$ cat src/rtl/cpu_pkg.sv
// Shared definitions for the 16-bit pipelined CPU: opcodes, register file geometry,
// and bit offsets of the IF_ID and ID_EX pipeline registers.
package cpu_pkg;

  localparam int DATA_W    = 16;
  localparam int REG_IDX_W = 3;
  localparam int NUM_REGS  = 8;

  typedef enum logic [3:0] {
    OP_MV   = 4'd0,
    OP_ADD  = 4'd1,
    OP_SUB  = 4'd2,
    OP_CMP  = 4'd3,
    OP_LD   = 4'd4,
    OP_ST   = 4'd5,
    OP_MVHI = 4'd6,
    OP_J    = 4'd8,
    OP_JZ   = 4'd9,
    OP_JN   = 4'd10,
    OP_CALL = 4'd12
  } opcode_e;

  localparam int IFID_PC_LSB    = 0;
  localparam int IFID_INSTR_LSB = 16;

  localparam int IDEX_PC_LSB  = 0;
  localparam int IDEX_RX_LSB  = 16;
  localparam int IDEX_RY_LSB  = 32;
  localparam int IDEX_IMM_LSB = 48;
  localparam int IDEX_RD_LSB  = 64;
  localparam int IDEX_OP_LSB  = 67;
  localparam int IDEX_VLD_BIT = 71;
  localparam int IDEX_WB_BIT  = 72;
  localparam int IDEX_MRD_BIT = 73;
  localparam int IDEX_MWR_BIT = 74;
  localparam int IDEX_MIN_W   = 75;

endpackage

$ cat src/rtl/datapath_regfile.sv
// 8x16 register file: two combinational read ports, one write port, async clear.
// Build with DECODE_WB_BYPASS_EN to forward same-cycle write data to the read ports.
module datapath_regfile
  import cpu_pkg::*;
(
  input  logic                 clk,
  input  logic                 reset,
  input  logic                 wr_en,
  input  logic [REG_IDX_W-1:0] wr_reg,
  input  logic [DATA_W-1:0]    wr_data,
  input  logic [REG_IDX_W-1:0] rd_a_reg,
  input  logic [REG_IDX_W-1:0] rd_b_reg,
  output logic [DATA_W-1:0]    rd_a_data,
  output logic [DATA_W-1:0]    rd_b_data
);

  logic [DATA_W-1:0] regs [NUM_REGS];

  always_ff @(posedge clk or posedge reset) begin
    if (reset) begin
      for (int i = 0; i < NUM_REGS; i++) regs[i] <= '0;
    end else if (wr_en) begin
      regs[wr_reg] <= wr_data;
    end
  end

`ifdef DECODE_WB_BYPASS_EN
  assign rd_a_data = (wr_en && (wr_reg == rd_a_reg)) ? wr_data : regs[rd_a_reg];
  assign rd_b_data = (wr_en && (wr_reg == rd_b_reg)) ? wr_data : regs[rd_b_reg];
`else
  assign rd_a_data = regs[rd_a_reg];
  assign rd_b_data = regs[rd_b_reg];
`endif

endmodule

$ cat src/rtl/datapath_decode.sv
// Decode / register-read stage: decodes IF_ID, reads the register file, detects hazards,
// and registers ID_EX. DECODE_WB_BYPASS_EN selects write-through reads instead of a stall.
module datapath_decode
  import cpu_pkg::*;
#(
  parameter int ID_EX_WIDTH = IDEX_MIN_W
) (
  input  logic                   clk,
  input  logic                   reset,
  input  logic [31:0]            IF_ID,
  input  logic                   i_wb_en,
  input  logic [REG_IDX_W-1:0]   i_wb_reg,
  input  logic [DATA_W-1:0]      i_wb_data,
  input  logic                   i_flush,
  output logic                   o_stall,
  output logic [ID_EX_WIDTH-1:0] ID_EX
);

  function automatic logic signed [DATA_W-1:0] sext8(input logic [7:0] v);
    return $signed({{8{v[7]}}, v});
  endfunction

  function automatic logic signed [DATA_W-1:0] sext11(input logic [10:0] v);
    return $signed({{5{v[10]}}, v});
  endfunction

  logic [15:0]            instr, pc2;
  logic [3:0]             opcode;
  logic                   imm_f;
  logic [REG_IDX_W-1:0]   rx, ry, rd;
  logic                   use_rx, use_ry, wb_en, mem_rd, mem_wr, is_br;
  logic signed [DATA_W-1:0] imm_s;
  logic [DATA_W-1:0]      rx_data, ry_data;
  logic                   load_use, wb_hazard, hazard, bubble;
  logic [IDEX_MIN_W-1:0]  id_ex_d, id_ex_p1;
  logic                   vld_p1;

  assign instr  = IF_ID[IFID_INSTR_LSB +: 16];
  assign pc2    = IF_ID[IFID_PC_LSB +: 16];
  assign opcode = instr[3:0];
  assign imm_f  = instr[4];
  assign rx     = instr[7:5];
  assign ry     = instr[10:8];

  always_comb begin
    use_rx = 1'b0;
    use_ry = 1'b0;
    wb_en  = 1'b0;
    mem_rd = 1'b0;
    mem_wr = 1'b0;
    is_br  = 1'b0;
    rd     = rx;
    case (opcode)
      OP_MV:          begin use_ry = ~imm_f; wb_en = 1'b1; end
      OP_ADD, OP_SUB: begin use_rx = 1'b1; use_ry = ~imm_f; wb_en = 1'b1; end
      OP_CMP:         begin use_rx = 1'b1; use_ry = ~imm_f; end
      OP_LD:          begin use_ry = 1'b1; wb_en = 1'b1; mem_rd = 1'b1; end
      OP_ST:          begin use_rx = 1'b1; use_ry = 1'b1; mem_wr = 1'b1; end
      OP_MVHI:        begin use_rx = 1'b1; wb_en = 1'b1; end
      OP_J, OP_JZ, OP_JN: begin is_br = 1'b1; use_rx = ~imm_f; end
      OP_CALL:        begin is_br = 1'b1; use_rx = ~imm_f; wb_en = 1'b1; rd = 3'd7; end
      default: ;
    endcase
  end

  assign imm_s = (is_br && imm_f) ? sext11(instr[15:5]) : sext8(instr[15:8]);

  datapath_regfile u_regfile (
    .clk       (clk),
    .reset     (reset),
    .wr_en     (i_wb_en),
    .wr_reg    (i_wb_reg),
    .wr_data   (i_wb_data),
    .rd_a_reg  (rx),
    .rd_b_reg  (ry),
    .rd_a_data (rx_data),
    .rd_b_data (ry_data)
  );

  assign vld_p1   = id_ex_p1[IDEX_VLD_BIT];
  assign load_use = vld_p1 && id_ex_p1[IDEX_MRD_BIT] &&
                    ((use_rx && (id_ex_p1[IDEX_RD_LSB +: 3] == rx)) ||
                     (use_ry && (id_ex_p1[IDEX_RD_LSB +: 3] == ry)));

`ifdef DECODE_WB_BYPASS_EN
  assign wb_hazard = 1'b0;
`else
  // Without forwarding, a same-cycle writeback to a source would be read stale.
  assign wb_hazard = i_wb_en && ((use_rx && (i_wb_reg == rx)) ||
                                 (use_ry && (i_wb_reg == ry)));
`endif

  assign hazard  = load_use || wb_hazard;
  assign o_stall = hazard && !i_flush;
  assign bubble  = hazard || i_flush;

  always_comb begin
    id_ex_d = '0;
    if (!bubble) begin
      id_ex_d[IDEX_PC_LSB  +: 16] = pc2;
      id_ex_d[IDEX_RX_LSB  +: 16] = rx_data;
      id_ex_d[IDEX_RY_LSB  +: 16] = ry_data;
      id_ex_d[IDEX_IMM_LSB +: 16] = imm_s;
      id_ex_d[IDEX_RD_LSB  +: 3]  = rd;
      id_ex_d[IDEX_OP_LSB  +: 4]  = opcode;
      id_ex_d[IDEX_VLD_BIT]       = 1'b1;
      id_ex_d[IDEX_WB_BIT]        = wb_en;
      id_ex_d[IDEX_MRD_BIT]       = mem_rd;
      id_ex_d[IDEX_MWR_BIT]       = mem_wr;
    end
  end

  // ---- ID -> EX boundary ----
  always_ff @(posedge clk or posedge reset) begin
    if (reset) id_ex_p1 <= '0;
    else       id_ex_p1 <= id_ex_d;
  end

  assign ID_EX = ID_EX_WIDTH'(id_ex_p1);

endmodule

$ cat config.mk
export PLATFORM = sky130hd
export DESIGN_NAME = datapath_decode
export DESIGN_NICKNAME = d
export VERILOG_FILES = /design/src/rtl/cpu_pkg.sv /design/src/rtl/datapath_regfile.sv /design/src/rtl/datapath_decode.sv
export SDC_FILE = /design/constraint.sdc
export NUM_CORES = 1
export LEC_CHECK = 0
export ABC_CLOCK_PERIOD_IN_PS = 7890
export CAP_MARGIN = 40
export CORE_ASPECT_RATIO = 0.7
export CORE_MARGIN = 2
export CORE_UTILIZATION = 55
export CTS_BUF_LIST = sky130_fd_sc_hd__clkbuf_4
export CTS_CLUSTER_SIZE = 28
export DETAILED_ROUTE_END_ITERATION = 6
export PLACE_DENSITY = 0.76
export SYNTH_ARGS = -nofsm -noshare
export SYNTH_HDL_FRONTEND = slang
export SYNTH_SLANG_ARGS = --single-unit
$ cat constraint.sdc
create_clock -name clk -period 7.89 [get_ports clk]
set_clock_uncertainty 0.15 [all_clocks]
set_input_delay 1.578 -clock clk [delete_from_list [all_inputs] [get_ports clk]]
set_output_delay 1.578 -clock clk [all_outputs]
set_load 0.005 [all_outputs]
==> impl_metrics.csv, run 1 <==
group,metric,value,unit
yosys,synth_area_leader_cell,"dfrtp_1",
floorplanning,rows,40,
sta,post-route-period-util,0.7368,
power_and_ir_drop,internal-power,1801,uW
yosys,async_flop_share,1.000,
hold_path,whs_path_depth,1,
sta,fin_setup_tns,0,ns
detailed_routing,viasPerCell,6.251,
job,cap_violations,0,
hold_path,hold_end,"u_regfile.regs[12]$_DFFE_PP0P_",
detailed_routing,vias,6013,
hold_path,hold_start,"u_regfile.regs[12]$_DFFE_PP0P_",
setup_path,crit_type,"in -> out",
cells_and_area,multi_input_area,0.004190,sq mm
clock_network,postCtsSetupBuffers,0,
detailed_routing,ant_nets,0,
clock_network,cts_resized,0,
global_routing,groute.usage.overall,0.2600,
yosys,ys_seq_area_frac,0.5252,
power_and_ir_drop,combPwrFrac,0.237,
yosys,yosysWarnings,0,
clock_network,cts.reportedPaths.clkPinSlew,0.14,ns
setup_path,ff2ff_path_depth,5,
floorplanning,initial_core_util,0.5560,
placement,gp_congestion,0.7994,
cells_and_area,ff_latch_area,0.004955,sq mm
global_routing,grt_max_degree,126,
setup_path,reg2reg_to,"ID_EX[39]$_DFF_PP0_",
sta,worstMarginPinSlew,0.8801,ns
cells_and_area,nFillCells,1185,
power_and_ir_drop,power_leakage,0.004576,uW
power_and_ir_drop,power_density,219.9,mW/mm^2
global_routing,grt_pass1_wl,35.91,mm
power_and_ir_drop,swShare,0.2665,
detailed_routing,drt-wirelength-per-cell,23.26,um
setup_path,startpoint,"IF_ID[26]",
yosys,ys_top_cells_by_area,"dfrtp_1 (53%), mux2_2 (15%), mux4_2 (15%), mux2i_1 (4.5%), nor4_1 (3.2%)",
setup_path,startpoint_type,"input port",
power_and_ir_drop,vdd_ir_drop_max,0.0001453,V
clock_network,cts_tree,"yes",
yosys,syn-instance-count,611,
placement,dp_hpwl,13.43,mm
yosys,syn_nets,666,
sta,period_needed,5.813,ns
floorplanning,die_h,113.6,um
clock_network,htreeDepth,4,
detailed_routing,first_pass_iters,5,
setup_path,critPathRequiredTime,6.16,ns
placement,io_buffer_count,130,
setup_path,reg2reg_from,"ID_EX[64]$_DFF_PP0_",
sta,setup_viol,0,
yosys,synth-seq-cells,198,
clock_network,numCtsBuffers,17,
yosys,synth.distinct_cells,36,
power_and_ir_drop,p_total,2456,uW
floorplanning,dieArea,0.01823,sq mm
yosys,synth-edff-count,0,
power_and_ir_drop,clkPwrFrac,0.228,
setup_path,crit_arrival,4.09,ns
power_and_ir_drop,p_sw,654.5,uW
floorplanning,die_w,160.5,um
setup_path,worst_setup_path_end_kind,"output port",
cells_and_area,areaGrowthSynthToFinish,18.38,%
global_routing,grt-ovfl-total,0,
yosys,syn_avg_cell_area,15.44,sq um
yosys,synth_top_area_share,0.5252,
clock_network,clock_latency,0.60,ns
sta,maxSlewViolCount,0,
clock_network,cts_sinks,198,
global_routing,antenna_found_initial,2,
yosys,post-synth-top-count-cell,"dfrtp_1",
sta,relSlewSlack,0.4133,
sta,fin_ws,2.077,ns
cells_and_area,layout-drive-gt1-share,0.3548,
clock_network,clk_path_buf_depth,2,
yosys,synthesis.area,0.009434,sq mm
detailed_routing,totalWireLength,22.37,mm
clock_network,cts_root_buf,"clkbuf_4",
floorplanning,core,0.01697,sq mm
placement,post-place-ws,2.090,ns
setup_path,crit_fanout,20,
setup_path,reg2reg_slack,5.14,ns
sta,grt_setup_unrepaired,"false",
yosys,synthTopCellsByCount,"dfrtp_1 (198), mux2_2 (129), mux4_2 (64)",
yosys,synth-main-ff-cell,"dfrtp_1",
cells_and_area,layout.nets,773,
global_routing,grt_pass1_vias,6301,
sta,hold_violations,0,
power_and_ir_drop,seq_power_share,0.535,
clock_network,holdBufCountCts,0,
detailed_routing,drtIter0Drc,533,
sta,clock.fmax,0.1720,GHz
floorplanning,ios,131,
hold_path,hp-class,"reg -> reg",
outcome,run_status,"finished clean",
detailed_routing,drc_errors,0,
## cells by family (layout without fill, tap and decap cells)
group | after synthesis | count (layout) | synth area share
adders and majority gates | 2 | 2 | 0.002122
AOI/OAI and AO/OA | 6 | 6 | 0.007561
DFF | 198 | 198 | 0.5252
muxes | 235 | 235 | 0.3513
buffers and inverters | 62 | 181 | 0.03196
other | 0 | 1 | 0
xor gates and xnor gates | 12 | 12 | 0.01114
and+or+nand+nor | 96 | 96 | 0.07069
## state kept, by name (all words and copies together), names as in the netlist
register / flops
ID_EX: 70
u_regfile.regs: 128
## worst max-delay path: stages
cell             delay [ns]
clkdlybuf4s50_1        0.46
buf_4                  0.39
xor2_1                 0.12
or4_4                  0.55
a221oi_4               0.31
o21ba_2                0.17
clkdlybuf4s50_1        0.49
## cell type report
type | instances | share of cell area
Antenna cell | 1 | 0.0002241
Multi-Input combinational cell | 351 | 0.3752
Sequential cell | 198 | 0.4436
Tap cell | 231 | 0.02588
Inverter | 1 | 0.001008
Clock inverter | 10 | 0.01176
Timing Repair Buffer | 149 | 0.1282
Clock buffer | 21 | 0.01412
## cell usage in the layout, fill, tap and decap left out, types with 5 or more instances in the layout
cell             Yosys  routed
buf_2               19       5
dfrtp_1            198     198
xnor2_1              6       6
nor4b_1             20      20
clkbuf_4             0      21
mux2i_1             42      42
nor4_1              48      48
clkdlybuf4s50_1      0     125
buf_4               10      18
mux2_2             129     129
mux4_2              64      64
xor2_1               6       6
## per-layer routing
layer	vias up	global-route usage	part of all wire
met1	3145	0.3624	0.42
met2	262	0.4195	0.48
li1	2573	-	-
met5	-	0	0
met3	33	0.06109	0.085
met4	0	0.06907	0.017
## how the worst max path moves through the flow
stage,endpoint,slack [ns],cells past startpoint
floorplan,ID_EX[0]$_DFF_PP0_,0.76,1
global placement,o_stall,2.11,7
detailed placement,o_stall,2.09,7
CTS,o_stall,2.07,7
global route,o_stall,1.98,7
finish,o_stall,2.08,7
## power by group through the flow
stage | clock network, uW | logic [uW] | registers [uW]
after floorplan | 0 | 395 | 1300
after global placement | 0 | 567 | 1310
after detailed placement | 0 | 586 | 1330
after CTS | 570 | 588 | 1310
after global routing | 610 | 628 | 1340
final | 560 | 581 | 1310
## through the flow
stage | hold slack, ns | util | cell area, sq um | std cells
after floorplan | 0.3411 | - | 9434 | 611
after global placement | 0.3494 | 0.6399 | 10860 | 929
after detailed placement | 0.3604 | 0.6411 | 10880 | 930
after CTS | 0.3943 | 0.6581 | 11170 | 961
after global routing | 0.4083 | 0.6581 | 11170 | 961
final | 0.3947 | 0.6583 | 11170 | 962
Note: power is estimated with default switching activity, not from simulation.
==> inputs of run 2 (changes only) <==
Settings changed: ABC_CLOCK_PERIOD_IN_PS 7890 to 5300, CORE_UTILIZATION 55 to 51, PLACE_DENSITY 0.76 to 0.74.
Clock period 7.89 ns to 5.3 ns, I/O delays scaled along.
==> impl_metrics.csv, run 2 (same netlist as run 1, synthesis figures left out) <==
group,metric,value,unit
floorplanning,core,0.01806,sq mm
global_routing,grt_max_degree,108,
power_and_ir_drop,vdd_ir_drop_max,0.0001912,V
clock_network,htreeDepth,4,
floorplanning,ios,131,
clock_network,cts_sinks,198,
setup_path,worst_setup_path_end_kind,"output port",
sta,period_needed,4.483,ns
floorplanning,die_w,166.6,um
detailed_routing,viasPerCell,6.173,
cells_and_area,final_common_cell,"dfrtp_1",
detailed_routing,vias,5975,
clock_network,numCtsBuffers,17,
cells_and_area,regMostFlops,"u_regfile.regs",
job,cap_violations,0,
setup_path,crit_type,"in -> out",
clock_network,cts_root_buf,"clkbuf_4",
setup_path,critPathRequiredTime,4.09,ns
cells_and_area,finalNonFillerCells,968,
clock_network,clk_path_buf_depth,2,
cells_and_area,layout-drive-gt1-share,0.3579,
sta,relSlewSlack,0.4705,
clock_network,cts.reportedPaths.clkPinSlew,0.14,ns
global_routing,grt_pass1_wl,36.52,mm
detailed_routing,first_pass_iters,5,
hold_path,hp-class,"reg -> reg",
floorplanning,initial_core_util,0.5225,
sta,maxSlewViolCount,0,
cells_and_area,largest_register_ffs,128,
sta,hold_violations,0,
outcome,run_status,"finished clean",
detailed_routing,totalWireLength,22.68,mm
sta,fin_ws,0.8173,ns
sta,worstMarginPinSlew,0.7943,ns
global_routing,antenna_found_initial,0,
sta,setup_viol,0,
floorplanning,rows,41,
clock_network,postCtsSetupBuffers,0,
setup_path,crit_fanout,11,
detailed_routing,drtIter0Drc,489,
clock_network,holdBufCountCts,0,
placement,place_inst,936,
sta,fin_setup_tns,0,ns
sta,post-route-period-util,0.8458,
clock_network,cts_tree,"yes",
power_and_ir_drop,power_density,323.7,mW/mm^2
global_routing,groute.usage.overall,0.2433,
cells_and_area,antennaDiodeCount,0,
cells_and_area,mostFrequentLayoutCells,"dfrtp_1 (198), mux2_2 (129), clkdlybuf4s50_1 (125)",
clock_network,clock_latency,0.59,ns
global_routing,grt-ovfl-total,0,
sta,clock.fmax,0.2231,GHz
floorplanning,die_h,117.8,um
placement,gp_congestion,0.8142,
setup_path,startpoint_type,"input port",
sta,grt_setup_unrepaired,"false",
cells_and_area,areaGrowthSynthToFinish,18.48,%
clock_network,cts_resized,0,
placement,dp_hpwl,14.12,mm
placement,post-place-ws,0.8337,ns
global_routing,grt_pass1_vias,6308,
detailed_routing,drt-wirelength-per-cell,23.43,um
detailed_routing,ant_nets,0,
floorplanning,dieArea,0.01962,sq mm
detailed_routing,drc_errors,0,
placement,io_buffer_count,130,
cells_and_area,layout.nets,774,
setup_path,crit_arrival,3.27,ns
power_and_ir_drop,power_leakage,0.004569,uW
[run 2: layout make-up]
| class | count | area (sq um) |
|---|---|---|
| clock buffers | 18 | 135.1 |
| well taps | 236 | 295.3 |
| repair buffers | 150 | 1451 |
| fillers | 1347 | 6880 |
| multi-input cells | 351 | 4190 |
| flip-flops and latches | 198 | 4955 |
| clock inverters | 14 | 142.6 |
| inverters | 1 | 7.507 |
[run 2: per-layer routing]
| metal | global-route usage | wire, um | vias to the layer above |
|---|---|---|---|
| met5 | 0 | 0 | - |
| met1 | 0.3440 | 10050 | 3143 |
| met4 | 0.05280 | 212 | 0 |
| met2 | 0.3784 | 10740 | 228 |
| met3 | 0.07162 | 1673 | 27 |
| li1 | - | - | 2577 |
[run 2: stage by stage]
stage / area (sq um) / total power, uW / utilization / hold WS [ns]
floorplan: 9438 / 2522 / - / 0.3411
global placement: 10880 / 2801 / 0.6025 / 0.3489
detailed placement: 10900 / 2868 / 0.6036 / 0.3596
CTS: 11180 / 3653 / 0.6190 / 0.3935
global route: 11180 / 3814 / 0.6190 / 0.4072
finish: 11180 / 3618 / 0.6190 / 0.3935
[run 2: power breakdown]
| group | internal (uW) | switching [uW] | leakage [uW] |
|---|---|---|---|
| clock network | 251 | 538 | 0.000143 |
| logic | 560 | 314 | 0.00198 |
| registers | 1780 | 173 | 0.00245 |
[run 2: worst paths after layout]
| path | start | end | slack [ns] | cells past startpoint |
|---|---|---|---|---|
| max in group asynchronous | reset | u_regfile.regs[116]$_DFFE_PP0P_ | 3.27 | 4 |
| hold reg to reg | u_regfile.regs[14]$_DFFE_PP0P_ | u_regfile.regs[14]$_DFFE_PP0P_ | 0.39 | 1 |
| hold / removal | u_regfile.regs[14]$_DFFE_PP0P_ | u_regfile.regs[14]$_DFFE_PP0P_ | 0.39 | 1 |
| setup reg to reg | ID_EX[66]$_DFF_PP0_ | ID_EX[39]$_DFF_PP0_ | 2.62 | 5 |
| setup / recovery | IF_ID[19] | o_stall | 0.82 | 6 |
| min in group asynchronous | reset | ID_EX[63]$_DFF_PP0_ | 0.61 | 2 |
[run 2: critical path, stage by stage]
cell and delay [ns]:
clkdlybuf4s50_1 0.61, maj3_1 0.43, a221o_1 0.39, a21oi_4 0.14, o21ba_2 0.16, clkdlybuf4s50_1 0.49
